## config.mk

```make
export PLATFORM = sky130hd
export DESIGN_NAME = fpu_class_fflags_flat
export DESIGN_NICKNAME = d
export VERILOG_FILES = /design/src/rtl/fpu_class_fflags_if.sv /design/src/rtl/fpu_class_fflags.sv /design/src/flat_wrapper.sv
export SDC_FILE = /design/constraint.sdc
export NUM_CORES = 1
export LEC_CHECK = 0
export CORE_MARGIN = 1.5
export CORE_UTILIZATION = 42
export CTS_CLUSTER_SIZE = 28
export DETAILED_ROUTE_END_ITERATION = 6
export PLACE_DENSITY = 0.95
export SYNTH_ARGS = -nofsm -noshare
export SYNTH_HDL_FRONTEND = slang
export SYNTH_SLANG_ARGS = --single-unit
```

## constraint.sdc

```tcl
create_clock -name clk -period 3.75 [get_ports clk]
set_clock_uncertainty 0.1 [all_clocks]
set_input_delay 0.75 -clock clk [delete_from_list [all_inputs] [get_ports clk]]
set_output_delay 0.75 -clock clk [all_outputs]
set_load 0.01 [all_outputs]
```

## src/rtl/fpu_class_fflags_if.sv

```systemverilog
// fpu_class_fflags_if
// Bundles the streaming handshake, operand/result buses and the CSR-side
// accumulator access of the FP classifier.
//   master : producer/consumer side (drives valid_in, operands, ready_out, clear_acc)
//   slave  : the classifier (drives ready_in, results, fflags_acc)
interface fpu_class_fflags_if #(
  parameter int NUM_LANES = 4,
  parameter int EXP_BITS  = 8,
  parameter int MAN_BITS  = 23,
  parameter int TAG_WIDTH = 8
);
  localparam int FLEN = 1 + EXP_BITS + MAN_BITS;

  logic                      valid_in;
  logic                      ready_in;
  logic [TAG_WIDTH-1:0]      tag_in;
  logic [NUM_LANES*FLEN-1:0] data_in;
  logic [NUM_LANES-1:0]      lane_mask_in;
  logic [NUM_LANES*5-1:0]    fflags_in;
  logic                      snan_nv_in;
  logic                      valid_out;
  logic                      ready_out;
  logic [TAG_WIDTH-1:0]      tag_out;
  logic [NUM_LANES*10-1:0]   class_out;
  logic [4:0]                fflags_out;
  logic                      clear_acc;
  logic [4:0]                fflags_acc;

  modport master (
    output valid_in, tag_in, data_in, lane_mask_in, fflags_in, snan_nv_in,
           ready_out, clear_acc,
    input  ready_in, valid_out, tag_out, class_out, fflags_out, fflags_acc
  );

  modport slave (
    input  valid_in, tag_in, data_in, lane_mask_in, fflags_in, snan_nv_in,
           ready_out, clear_acc,
    output ready_in, valid_out, tag_out, class_out, fflags_out, fflags_acc
  );
endinterface

```

## src/rtl/fpu_class_fflags.sv

```systemverilog
// fpu_class_fflags
// Two-stage elastic pipeline that classifies up to NUM_LANES floating-point
// operands (RISC-V FCLASS one-hot per lane), ORs the exception flags of the
// active lanes (optionally promoting sNaN inputs to NV) and keeps a sticky
// 5-bit flag accumulator for CSR access.
// Ports:
//   clk     : clock
//   reset_n : asynchronous active-low reset
//   bus     : fpu_class_fflags_if.slave (input/output handshakes, operands,
//             class/flag results, clear_acc / fflags_acc)
module fpu_class_fflags #(
  parameter int NUM_LANES = 4,
  parameter int EXP_BITS  = 8,
  parameter int MAN_BITS  = 23,
  parameter int TAG_WIDTH = 8
) (
  input logic                clk,
  input logic                reset_n,
  fpu_class_fflags_if.slave  bus
);
  localparam int FLEN = 1 + EXP_BITS + MAN_BITS;

  // Raw field predicates of the incoming operands
  logic [NUM_LANES-1:0] in_sign, in_exp_zero, in_exp_ones, in_man_zero, in_quiet;
  logic [4:0]           in_flags;

  // Stage 1 state
  logic                 s1_valid;
  logic [TAG_WIDTH-1:0] s1_tag;
  logic                 s1_snan_nv;
  logic [NUM_LANES-1:0] s1_mask;
  logic [4:0]           s1_flags;
  logic [NUM_LANES-1:0] s1_sign, s1_exp_zero, s1_exp_ones, s1_man_zero, s1_quiet;

  // Stage 2 state
  logic                    s2_valid;
  logic [TAG_WIDTH-1:0]    s2_tag;
  logic [NUM_LANES*10-1:0] s2_class;
  logic [4:0]              s2_flags;
  logic [4:0]              acc;

  // Stage 2 combinational results
  logic [NUM_LANES*10-1:0] cls_next;
  logic [NUM_LANES-1:0]    snan_active;
  logic [4:0]              flags_next;

  logic s1_adv, s2_adv, fire;

  assign s2_adv = !s2_valid || bus.ready_out;
  assign s1_adv = !s1_valid || s2_adv;
  assign fire   = s2_valid && bus.ready_out;

  for (genvar i = 0; i < NUM_LANES; i++) begin : g_dec
    logic [FLEN-1:0] lane;
    assign lane           = bus.data_in[i*FLEN +: FLEN];
    assign in_sign[i]     = lane[FLEN-1];
    assign in_exp_zero[i] = (lane[FLEN-2 -: EXP_BITS] == '0);
    assign in_exp_ones[i] = &lane[FLEN-2 -: EXP_BITS];
    assign in_man_zero[i] = (lane[MAN_BITS-1:0] == '0);
    assign in_quiet[i]    = lane[MAN_BITS-1];
  end

  // Flags of inactive lanes are ignored entirely
  always_comb begin
    in_flags = '0;
    for (int i = 0; i < NUM_LANES; i++) begin
      if (bus.lane_mask_in[i]) in_flags = in_flags | bus.fflags_in[i*5 +: 5];
    end
  end

  // Stage 1 loads whenever it can advance; a bubble simply loads s1_valid=0
  always_ff @(posedge clk or negedge reset_n) begin
    if (!reset_n) begin
      s1_valid    <= 1'b0;
      s1_tag      <= '0;
      s1_snan_nv  <= 1'b0;
      s1_mask     <= '0;
      s1_flags    <= '0;
      s1_sign     <= '0;
      s1_exp_zero <= '0;
      s1_exp_ones <= '0;
      s1_man_zero <= '0;
      s1_quiet    <= '0;
    end else if (s1_adv) begin
      s1_valid    <= bus.valid_in;
      s1_tag      <= bus.tag_in;
      s1_snan_nv  <= bus.snan_nv_in;
      s1_mask     <= bus.lane_mask_in;
      s1_flags    <= in_flags;
      s1_sign     <= in_sign;
      s1_exp_zero <= in_exp_zero;
      s1_exp_ones <= in_exp_ones;
      s1_man_zero <= in_man_zero;
      s1_quiet    <= in_quiet;
    end
  end

  for (genvar i = 0; i < NUM_LANES; i++) begin : g_cls
    logic nan, snan, qnan, inf, zero, sub, norm, s;
    assign s    = s1_sign[i];
    assign nan  = s1_exp_ones[i] && !s1_man_zero[i];
    assign snan = nan && !s1_quiet[i];
    assign qnan = nan && s1_quiet[i];
    assign inf  = s1_exp_ones[i] && s1_man_zero[i];
    assign zero = s1_exp_zero[i] && s1_man_zero[i];
    assign sub  = s1_exp_zero[i] && !s1_man_zero[i];
    assign norm = !s1_exp_zero[i] && !s1_exp_ones[i];
    // Bit 9 down to bit 0: qNaN, sNaN, +inf, +norm, +sub, +0, -0, -sub, -norm, -inf
    assign cls_next[i*10 +: 10] = s1_mask[i] ?
      {qnan, snan, !s && inf, !s && norm, !s && sub, !s && zero,
       s && zero, s && sub, s && norm, s && inf} : 10'd0;
    assign snan_active[i] = s1_mask[i] && snan;
  end

  assign flags_next = s1_flags | {s1_snan_nv && (|snan_active), 4'b0000};

  // Stage 2 holds everything while the consumer stalls
  always_ff @(posedge clk or negedge reset_n) begin
    if (!reset_n) begin
      s2_valid <= 1'b0;
      s2_tag   <= '0;
      s2_class <= '0;
      s2_flags <= '0;
    end else if (s2_adv) begin
      s2_valid <= s1_valid;
      s2_tag   <= s1_tag;
      s2_class <= cls_next;
      s2_flags <= flags_next;
    end
  end

  // A clear coinciding with a transfer keeps that transfer's flags
  always_ff @(posedge clk or negedge reset_n) begin
    if (!reset_n) begin
      acc <= '0;
    end else if (bus.clear_acc) begin
      acc <= fire ? s2_flags : 5'd0;
    end else if (fire) begin
      acc <= acc | s2_flags;
    end
  end

  assign bus.ready_in   = s1_adv;
  assign bus.valid_out  = s2_valid;
  assign bus.tag_out    = s2_tag;
  assign bus.class_out  = s2_class;
  assign bus.fflags_out = s2_flags;
  assign bus.fflags_acc = acc;
endmodule

```

## src/flat_wrapper.sv

```systemverilog
// flat-port wrapper written by rule: the top's interface ports become plain ports
module fpu_class_fflags_flat 
#(
  parameter int NUM_LANES = 4,
  parameter int EXP_BITS  = 8,
  parameter int MAN_BITS  = 23,
  parameter int TAG_WIDTH = 8
)
  (clk, reset_n, bus_valid_in, bus_tag_in, bus_data_in, bus_lane_mask_in, bus_fflags_in, bus_snan_nv_in, bus_ready_out, bus_clear_acc, bus_ready_in, bus_valid_out, bus_tag_out, bus_class_out, bus_fflags_out, bus_fflags_acc);
  fpu_class_fflags_if #(.NUM_LANES(NUM_LANES), .EXP_BITS(EXP_BITS), .MAN_BITS(MAN_BITS), .TAG_WIDTH(TAG_WIDTH)) bus_i ();
  input logic clk;
  input logic reset_n;
  input wire logic [$bits(bus_i.valid_in)-1:0] bus_valid_in;
  input wire logic [$bits(bus_i.tag_in)-1:0] bus_tag_in;
  input wire logic [$bits(bus_i.data_in)-1:0] bus_data_in;
  input wire logic [$bits(bus_i.lane_mask_in)-1:0] bus_lane_mask_in;
  input wire logic [$bits(bus_i.fflags_in)-1:0] bus_fflags_in;
  input wire logic [$bits(bus_i.snan_nv_in)-1:0] bus_snan_nv_in;
  input wire logic [$bits(bus_i.ready_out)-1:0] bus_ready_out;
  input wire logic [$bits(bus_i.clear_acc)-1:0] bus_clear_acc;
  output wire logic [$bits(bus_i.ready_in)-1:0] bus_ready_in;
  output wire logic [$bits(bus_i.valid_out)-1:0] bus_valid_out;
  output wire logic [$bits(bus_i.tag_out)-1:0] bus_tag_out;
  output wire logic [$bits(bus_i.class_out)-1:0] bus_class_out;
  output wire logic [$bits(bus_i.fflags_out)-1:0] bus_fflags_out;
  output wire logic [$bits(bus_i.fflags_acc)-1:0] bus_fflags_acc;
  assign bus_i.valid_in = bus_valid_in;
  assign bus_i.tag_in = bus_tag_in;
  assign bus_i.data_in = bus_data_in;
  assign bus_i.lane_mask_in = bus_lane_mask_in;
  assign bus_i.fflags_in = bus_fflags_in;
  assign bus_i.snan_nv_in = bus_snan_nv_in;
  assign bus_i.ready_out = bus_ready_out;
  assign bus_i.clear_acc = bus_clear_acc;
  assign bus_ready_in = bus_i.ready_in;
  assign bus_valid_out = bus_i.valid_out;
  assign bus_tag_out = bus_i.tag_out;
  assign bus_class_out = bus_i.class_out;
  assign bus_fflags_out = bus_i.fflags_out;
  assign bus_fflags_acc = bus_i.fflags_acc;
  fpu_class_fflags #(.NUM_LANES(NUM_LANES), .EXP_BITS(EXP_BITS), .MAN_BITS(MAN_BITS), .TAG_WIDTH(TAG_WIDTH)) u_core (.clk(clk), .reset_n(reset_n), .bus(bus_i));
endmodule
```

* After elaboration in Yosys (flattened, before gate mapping) *
Index checks and enable logic that the tools add are counted.

storage, ports and cells
  register bits = 98
  input port bits = 166
  output and inout bits = 60
  logic and storage cells = 135

cells by class
  multiplexer cells = 11
  bitwise logic cells = 5
  reductions and logical operators = 104

operators with widths
  kind                 count
  $logic_not A23 Y1    4
  $logic_and A1 B1 Y1  66
  $mux W10             4
  $mux W5              7
  $logic_not A8 Y1     4
  $reduce_and A8 Y1    4
  $or A5 B5 Y5         5
  $logic_not A1 Y1     22
  $reduce_or A4 Y1     1
  $logic_or A1 B1 Y1   2
  $reduce_bool A2 Y1   1

* Longest topological paths before layout *
Gate-level depths: netlist of run 1.

  word-level depth = 7
  gate-level depth with buffers = 6
  mapped depth without buffers = 4

* Least setup slack after synthesis of run 1 *
OpenSTA, ideal clock, no wires.

  path type = input-to-output
  from = input bus_ready_out
  to = output bus_ready_in
  arrival time = 1.318 ns
  slack = 1.582 ns
  stages on the path = 4
  buffers on the path = 2
  cell sequence = and3b_1 buf_2 inv_4 buf_2

on the way
  longest elaborated chain between the ends = 2

RTL lines
  what                RTL line                RTL
  from (decl)         flat_wrapper.sv:19      input wire logic [$bits(bus_i.ready_out)-1:0] bus_ready_out;
  $logic_or A1 B1 Y1  fpu_class_fflags.sv:49  assign s2_adv = !s2_valid || bus.ready_out;
  $logic_or A1 B1 Y1  fpu_class_fflags.sv:50  assign s1_adv = !s1_valid || s2_adv;
  to (decl)           flat_wrapper.sv:21      output wire logic [$bits(bus_i.ready_in)-1:0] bus_ready_in;

Every way passes these cells.

* Final worst setup path of run 1 *
Same ends and word-level chain as after synthesis.

==> results_dict.tcl, run 1 <==
set metrics [dict create \
    status "finished, final reports clean" \
    arrival_ns 2.28 \
    routed-via-count 4241 \
    ys_types 30 \
    max_slew.worst_pin.slew_ns 0.682 \
    yosys.area.top_type_share_pct 58.5 \
    tns_ns 0 \
    post-route-min-period_ns 3.13 \
    seq_area_frac_synth_pct 58.5 \
    cts.htree.levels 3 \
    start_kind "input port" \
    antenna_found_initial 0 \
    num_io_pins 226 \
    synth.avg_cell_area_um2 9.70 \
    yosys.area.top_type "dfrtp_1" \
    hp-class "input port to asynchronous set/reset pin" \
    rsz0062_at_grt "false" \
    clkSinkCount 98 \
    setup_viol 0 \
    synth_commonest_cells "141 x nand2_1, 98 x dfrtp_1, 28 x nor4_1, 18 x o21ai_0, 16 x nand3_1" \
    cts_made_buffers 9 \
    initial_core_util_pct 43.1 \
    postRouteAntennaNets 0 \
    leakagePower_nw 2.91 \
    synth_edf_count 0 \
    root_buffer "clkbuf_8" \
    synth.most_common_cell "nand2_1" \
    first_pass_iters 4 \
    synth-main-ff-cell "dfrtp_1" \
    die_area_um2 10600 \
    muxShareOfSynthArea_pct 0 \
    ys_top_cells_by_area "dfrtp_1 59%, nand2_1 13%, nor4_1 4.2%, a22o_1 2.3%, a32o_1 2.1%" \
    vdd_ir_drop_max_uv 194 \
    drtIter0Drc 103 \
    max_cap_violations 0 \
    nets 824 \
    drv_slew 0 \
    viasPerCell 5.33 \
    rows 36 \
    drt-wirelength-per-cell_um 16.1 \
    synth_fa_ha_area_share_pct 0 \
    synth_top_family_by_area "simple AND/OR/NAND/NOR gates" \
    die-width_um 103 \
    grt-ovfl-total 0 \
    clock_path_buffers 2 \
    fmax_mhz 320 \
    min_period_over_period_pct 83.4 \
    core_area_um2 9730 \
    grt_pass1_wl_um 19300 \
    postLayoutCoreUtil_pct 69.9 \
    synth-xor-area-share_pct 0 \
    hold_violations 0 \
    synth_compound_area_share_pct 12.1 \
    crit_required_ns 2.90 \
    relSlewSlack_pct 53.9 \
    grt_max_degree 46 \
    drc 0 \
    critPathMaxFanout 8 \
    antenna_cells 0 \
    yosys.area_share.simple_pct 26.2 \
    place.detailed.hpwl_um 10100 \
    cts_tree "built" \
    io_buffers 225 \
    grt_util_all_layers_pct 24.2 \
    clk_pin_slew_ns 0.09 \
    area_growth_syn_to_layout_pct 62.3 \
    total_power_mw 2.39 \
    dieHeight_um 103 \
    grt_pass1_vias 4103 \
    power_density_nw_per_um2 351 \
    gp_congestion 0.807 \
    hold_ws_ns 0.245 \
    yosys_warnings 0 \
    ys_ff_latch 98 \
    path_class "input port to output port" \
    hold_buffers 0 \
    async_flop_share_pct 100 \
    drive_above_1_share_pct 4.37 \
    synth_nets 598 \
    cts_resized 0 \
    end_kind "output port" \
    netlist_area_um2 4190 \
    clock_latency_ns 0.36 \
    wl_um 12800 \
    cts_setup_buffers 0 \
    netlist_instances 432 \
]
==> kinds of logic after synthesis <==
kind of cell	after synthesis
DFF	98
AOI/OAI and AO/OA	69
buffers and inverters	29
and+or+nand+nor	236
==> final timing paths <==
kind,slack [ns],startpoint,cells past startpoint,to
setup / recovery,0.62,bus_ready_out,4,bus_ready_in
hold / removal,0.25,reset_n,1,u_core.bus.class_out[1]
setup reg to reg,1.98,u_core.bus.valid_out,5,u_core.s1_man_zero[0]
hold reg to reg,0.38,u_core.s1_tag[6],2,u_core.bus.tag_out[6]
max in group asynchronous,2.54,reset_n,2,u_core.bus.class_out[32]
min in group clk,0.38,u_core.s1_tag[6],2,u_core.bus.tag_out[6]
==> sequential cells by signal, indices dropped and copies added, names as in the netlist <==
register and flops:
u_core.s1_snan_nv 1, u_core.s1_flags 5, u_core.s1_mask 4, u_core.bus.tag_out 8
u_core.s1_exp_ones 4, u_core.bus.fflags_acc 5, u_core.s1_sign 4, u_core.s1_man_zero 4
u_core.bus.class_out 40, u_core.s1_exp_zero 4, u_core.bus.valid_out 1, u_core.s1_tag 8
u_core.s1_quiet 4, u_core.s1_valid 1, u_core.bus.fflags_out 5
==> metrics by stage <==
step	std cells	setup WS [ns]	instance area (um^2)
4_1_cts	796	0.640	6800
6_report	796	0.623	6800
2_1_floorplan	432	1.58	4190
3_5_place_dp	780	0.661	6580
5_1_grt	796	0.590	6800
3_3_place_gp	780	0.670	6580
==> layout by cell type (no fill, tap or decap) <==
cell / netlist / routed
a31oi_1: 5 / 5
nor2b_1: 2 / 1
a21oi_1: 1 / 1
bufinv_16: 0 / 2
and3_1: 2 / 2
clkinvlp_4: 0 / 2
buf_4: 2 / 9
clkdlybuf4s50_1: 0 / 224
nor4bb_1: 4 / 4
clkbuf_8: 0 / 9
and2_1: 1 / 1
nand2b_1: 3 / 3
nor3_1: 4 / 4
o31ai_1: 6 / 6
dfrtp_1: 98 / 98
nand4_1: 14 / 14
a22o_1: 11 / 11
inv_1: 10 / 10
nor3b_2: 2 / 2
a22oi_1: 10 / 10
nor3b_1: 1 / 1
o22ai_1: 2 / 2
nor4_1: 28 / 28
and3b_1: 1 / 1
nand2_1: 141 / 141
clkinv_4: 0 / 1
clkinv_2: 0 / 2
nand3_1: 16 / 16
a32o_1: 9 / 9
nand4b_1: 2 / 2
nor2b_4: 0 / 1
inv_4: 1 / 1
o41ai_1: 7 / 7
o21ai_0: 18 / 18
nor2_1: 15 / 15
==> layout make-up <==
cell class	instances	area [um^2]
clock buffers	9	124
inverters	11	43.8
flip-flops and latches	98	2450
well taps	133	166
clock inverters	7	93.8
repair buffers	233	2310
multi-input cells	305	1610
fillers	744	2930
==> report_power, final <==
part           switching [mW]  total [mW]  leakage [nW]  internal, mW
sequential             0.0566        1.19          1.26          1.13
combinational           0.196       0.477          1.55         0.281
clock                   0.354       0.728         0.105         0.374
total                   0.606        2.39          2.91          1.78
==> critical path: stages <==
cell and delay [ns]:
clkdlybuf4s50_1 0.66, and3b_1 0.27, inv_4 0.06, clkdlybuf4s50_1 0.54
==> routing by layer <==
layer / vias to the layer above / GRT usage, % / share of wire [%]
met5: - / 0 / 0
met4: 0 / 9.67 / 1.9
met3: 21 / 3.73 / 6.6
met2: 194 / 45.5 / 54
met1: 2028 / 27.3 / 38
li1: 1998 / - / -
Power figures use the tool's default switching activity.
==> inputs of run 2 (changes only) <==
CORE_UTILIZATION = 35   (was 42)
PLACE_DENSITY = 0.87   (was 0.95)
clock period = 2.7 ns   (was 3.75 ns; I/O delays follow)
==> results_dict.tcl, run 2 (same netlist as run 1, synthesis figures left out) <==
set metrics [dict create \
    grt_pass1_wl_um 20800 \
    clock_path_buffers 2 \
    top_usage_layer "met2" \
    gp_congestion 0.818 \
    hp-class "input port to asynchronous set/reset pin" \
    setup_viol 0 \
    layout_common_cells "224 x clkdlybuf4s50_1, 141 x nand2_1, 98 x dfrtp_1, 28 x nor4_1, 18 x o21ai_0" \
    drtIter0Drc 277 \
    hold_violations 0 \
    first_pass_iters 7 \
    routed-via-count 4235 \
    start_kind "input port" \
    drt-wirelength-per-cell_um 16.1 \
    largest_reg_flops 40 \
    rows 39 \
    vdd_ir_drop_max_uv 295 \
    status "finished, violations left" \
    grt_pass1_vias 4334 \
    clk_pin_slew_ns 0.07 \
    core_area_um2 11600 \
    cts_tree "built" \
    die_area_um2 12600 \
    cts_made_buffers 9 \
    crit_path_end "bus_ready_in" \
    drive_above_1_share_pct 4.22 \
    num_io_pins 226 \
    nets 825 \
    wl_um 13000 \
    antenna_found_initial 0 \
    dieHeight_um 112 \
    fmax_mhz 391 \
    use_met3_pct 4.00 \
    drc 10 \
    cts_setup_buffers 0 \
    cts_resized 0 \
    max_cap_violations 0 \
    reg2reg_setup_slack_ns 0.96 \
    combPwrFrac_pct 18.7 \
    cts.htree.levels 3 \
    hold_ws_ns 0.132 \
    crit_path_start "bus_ready_out" \
    grt.met1_usage_pct 24.3 \
    p_switching_mw 0.876 \
    hold_buffers 0 \
    area_growth_syn_to_layout_pct 65.2 \
    arrival_ns 1.92 \
    rsz0062_at_grt "false" \
    p_seq_share_pct 46.0 \
    postLayoutCoreUtil_pct 59.9 \
    power_density_nw_per_um2 518 \
    crit_required_ns 2.06 \
    violations "DRC" \
    grt_max_degree 52 \
    post-route-min-period_ns 2.56 \
    relSlewSlack_pct 56.4 \
    p_sw_share_pct 24.5 \
    grt_util_all_layers_pct 20.9 \
    place_area_um2 6630 \
    postRouteAntennaNets 0 \
    viasPerCell 5.25 \
    io_buffers 225 \
    clkSinkCount 98 \
    max_slew.worst_pin.slew_ns 0.655 \
    clkPwrFrac_pct 35.3 \
    ff2ff_path_depth 5 \
    p_int_mw 2.71 \
    end_kind "output port" \
    die-width_um 112 \
    place.detailed.hpwl_um 10200 \
    antenna_cells 0 \
    tns_ns 0 \
    met2_usage_pct 37.6 \
    leakagePower_nw 2.97 \
    root_buffer "clkbuf_16" \
    postLayoutCellArea_um2 6920 \
    final_common_cell "clkdlybuf4s50_1" \
    rr_endpoint "u_core.s1_man_zero[3]" \
    initial_core_util_pct 36.2 \
    min_period_over_period_pct 94.6 \
    r2r_start "u_core.bus.valid_out" \
    critPathMaxFanout 3 \
    drv_slew 0 \
    path_class "input port to output port" \
    grt-ovfl-total 0 \
    clock_latency_ns 0.33 \
]
[run 2: changes by cell type in the layout (fill, tap and decap cells not counted)]
cell,delta
clkbuf_8,-8
buf_4,-1
bufinv_16,-1
buf_12,+2
clkbuf_1,+1
clkbuf_16,+9
clkinvlp_4,-2
clkinv_2,-1
clkinv_4,+1
[run 2: per-stage QoR]
stage | setup WS, ns | power (mW) | cells
final | 0.145 | 3.58 | 806
after global routing | 0.0811 | 3.75 | 806
after CTS | 0.127 | 3.62 | 806
after detailed placement | 0.132 | 2.35 | 791
after global placement | 0.125 | 2.33 | 791
after floorplan | 0.952 | 1.86 | 432
[run 2: worst min-delay path by stage]
stage	startpoint	end	cells after the start
2_1_floorplan	reset_n	u_core.bus.class_out[0]	0
3_5_place_dp	u_core.bus.tag_out[5]	u_core.bus.tag_out[5]	2
5_1_grt	reset_n	u_core.bus.fflags_acc[4]	1
6_report	reset_n	u_core.bus.fflags_acc[2]	1
3_3_place_gp	u_core.s1_valid	u_core.bus.valid_out	1
4_1_cts	reset_n	u_core.s1_valid	1
[run 2: layout make-up]
cell class	count	area [um^2]
Clock buffer	11	243
Timing Repair Buffer	234	2340
Multi-Input combinational cell	305	1610
Inverter	11	43.8
Fill cell	1008	4640
Clock inverter	4	52.6
Sequential cell	98	2450
Tap cell	143	179
[run 2: worst max-delay path, cell delays in order]
cell and delay, ns:
clkdlybuf4s50_1 0.50, and3b_1 0.25, inv_4 0.08, clkdlybuf4s50_1 0.53
[run 2: power groups by stage]
stage / Clock (mW) / Sequential [mW] / Combinational [mW]
finish: 1.27 / 1.65 / 0.669
global route: 1.36 / 1.66 / 0.728
CTS: 1.29 / 1.65 / 0.677
detailed placement: 0 / 1.68 / 0.676
global placement: 0 / 1.67 / 0.657
floorplan: 0 / 1.68 / 0.182
[run 2: per-layer routing]
metal | vias to the layer above | part of all wire, %
met5 | - | 0
met4 | 0 | 3.2
met3 | 24 | 6.1
met2 | 163 | 52
met1 | 2047 | 39
li1 | 2001 | -
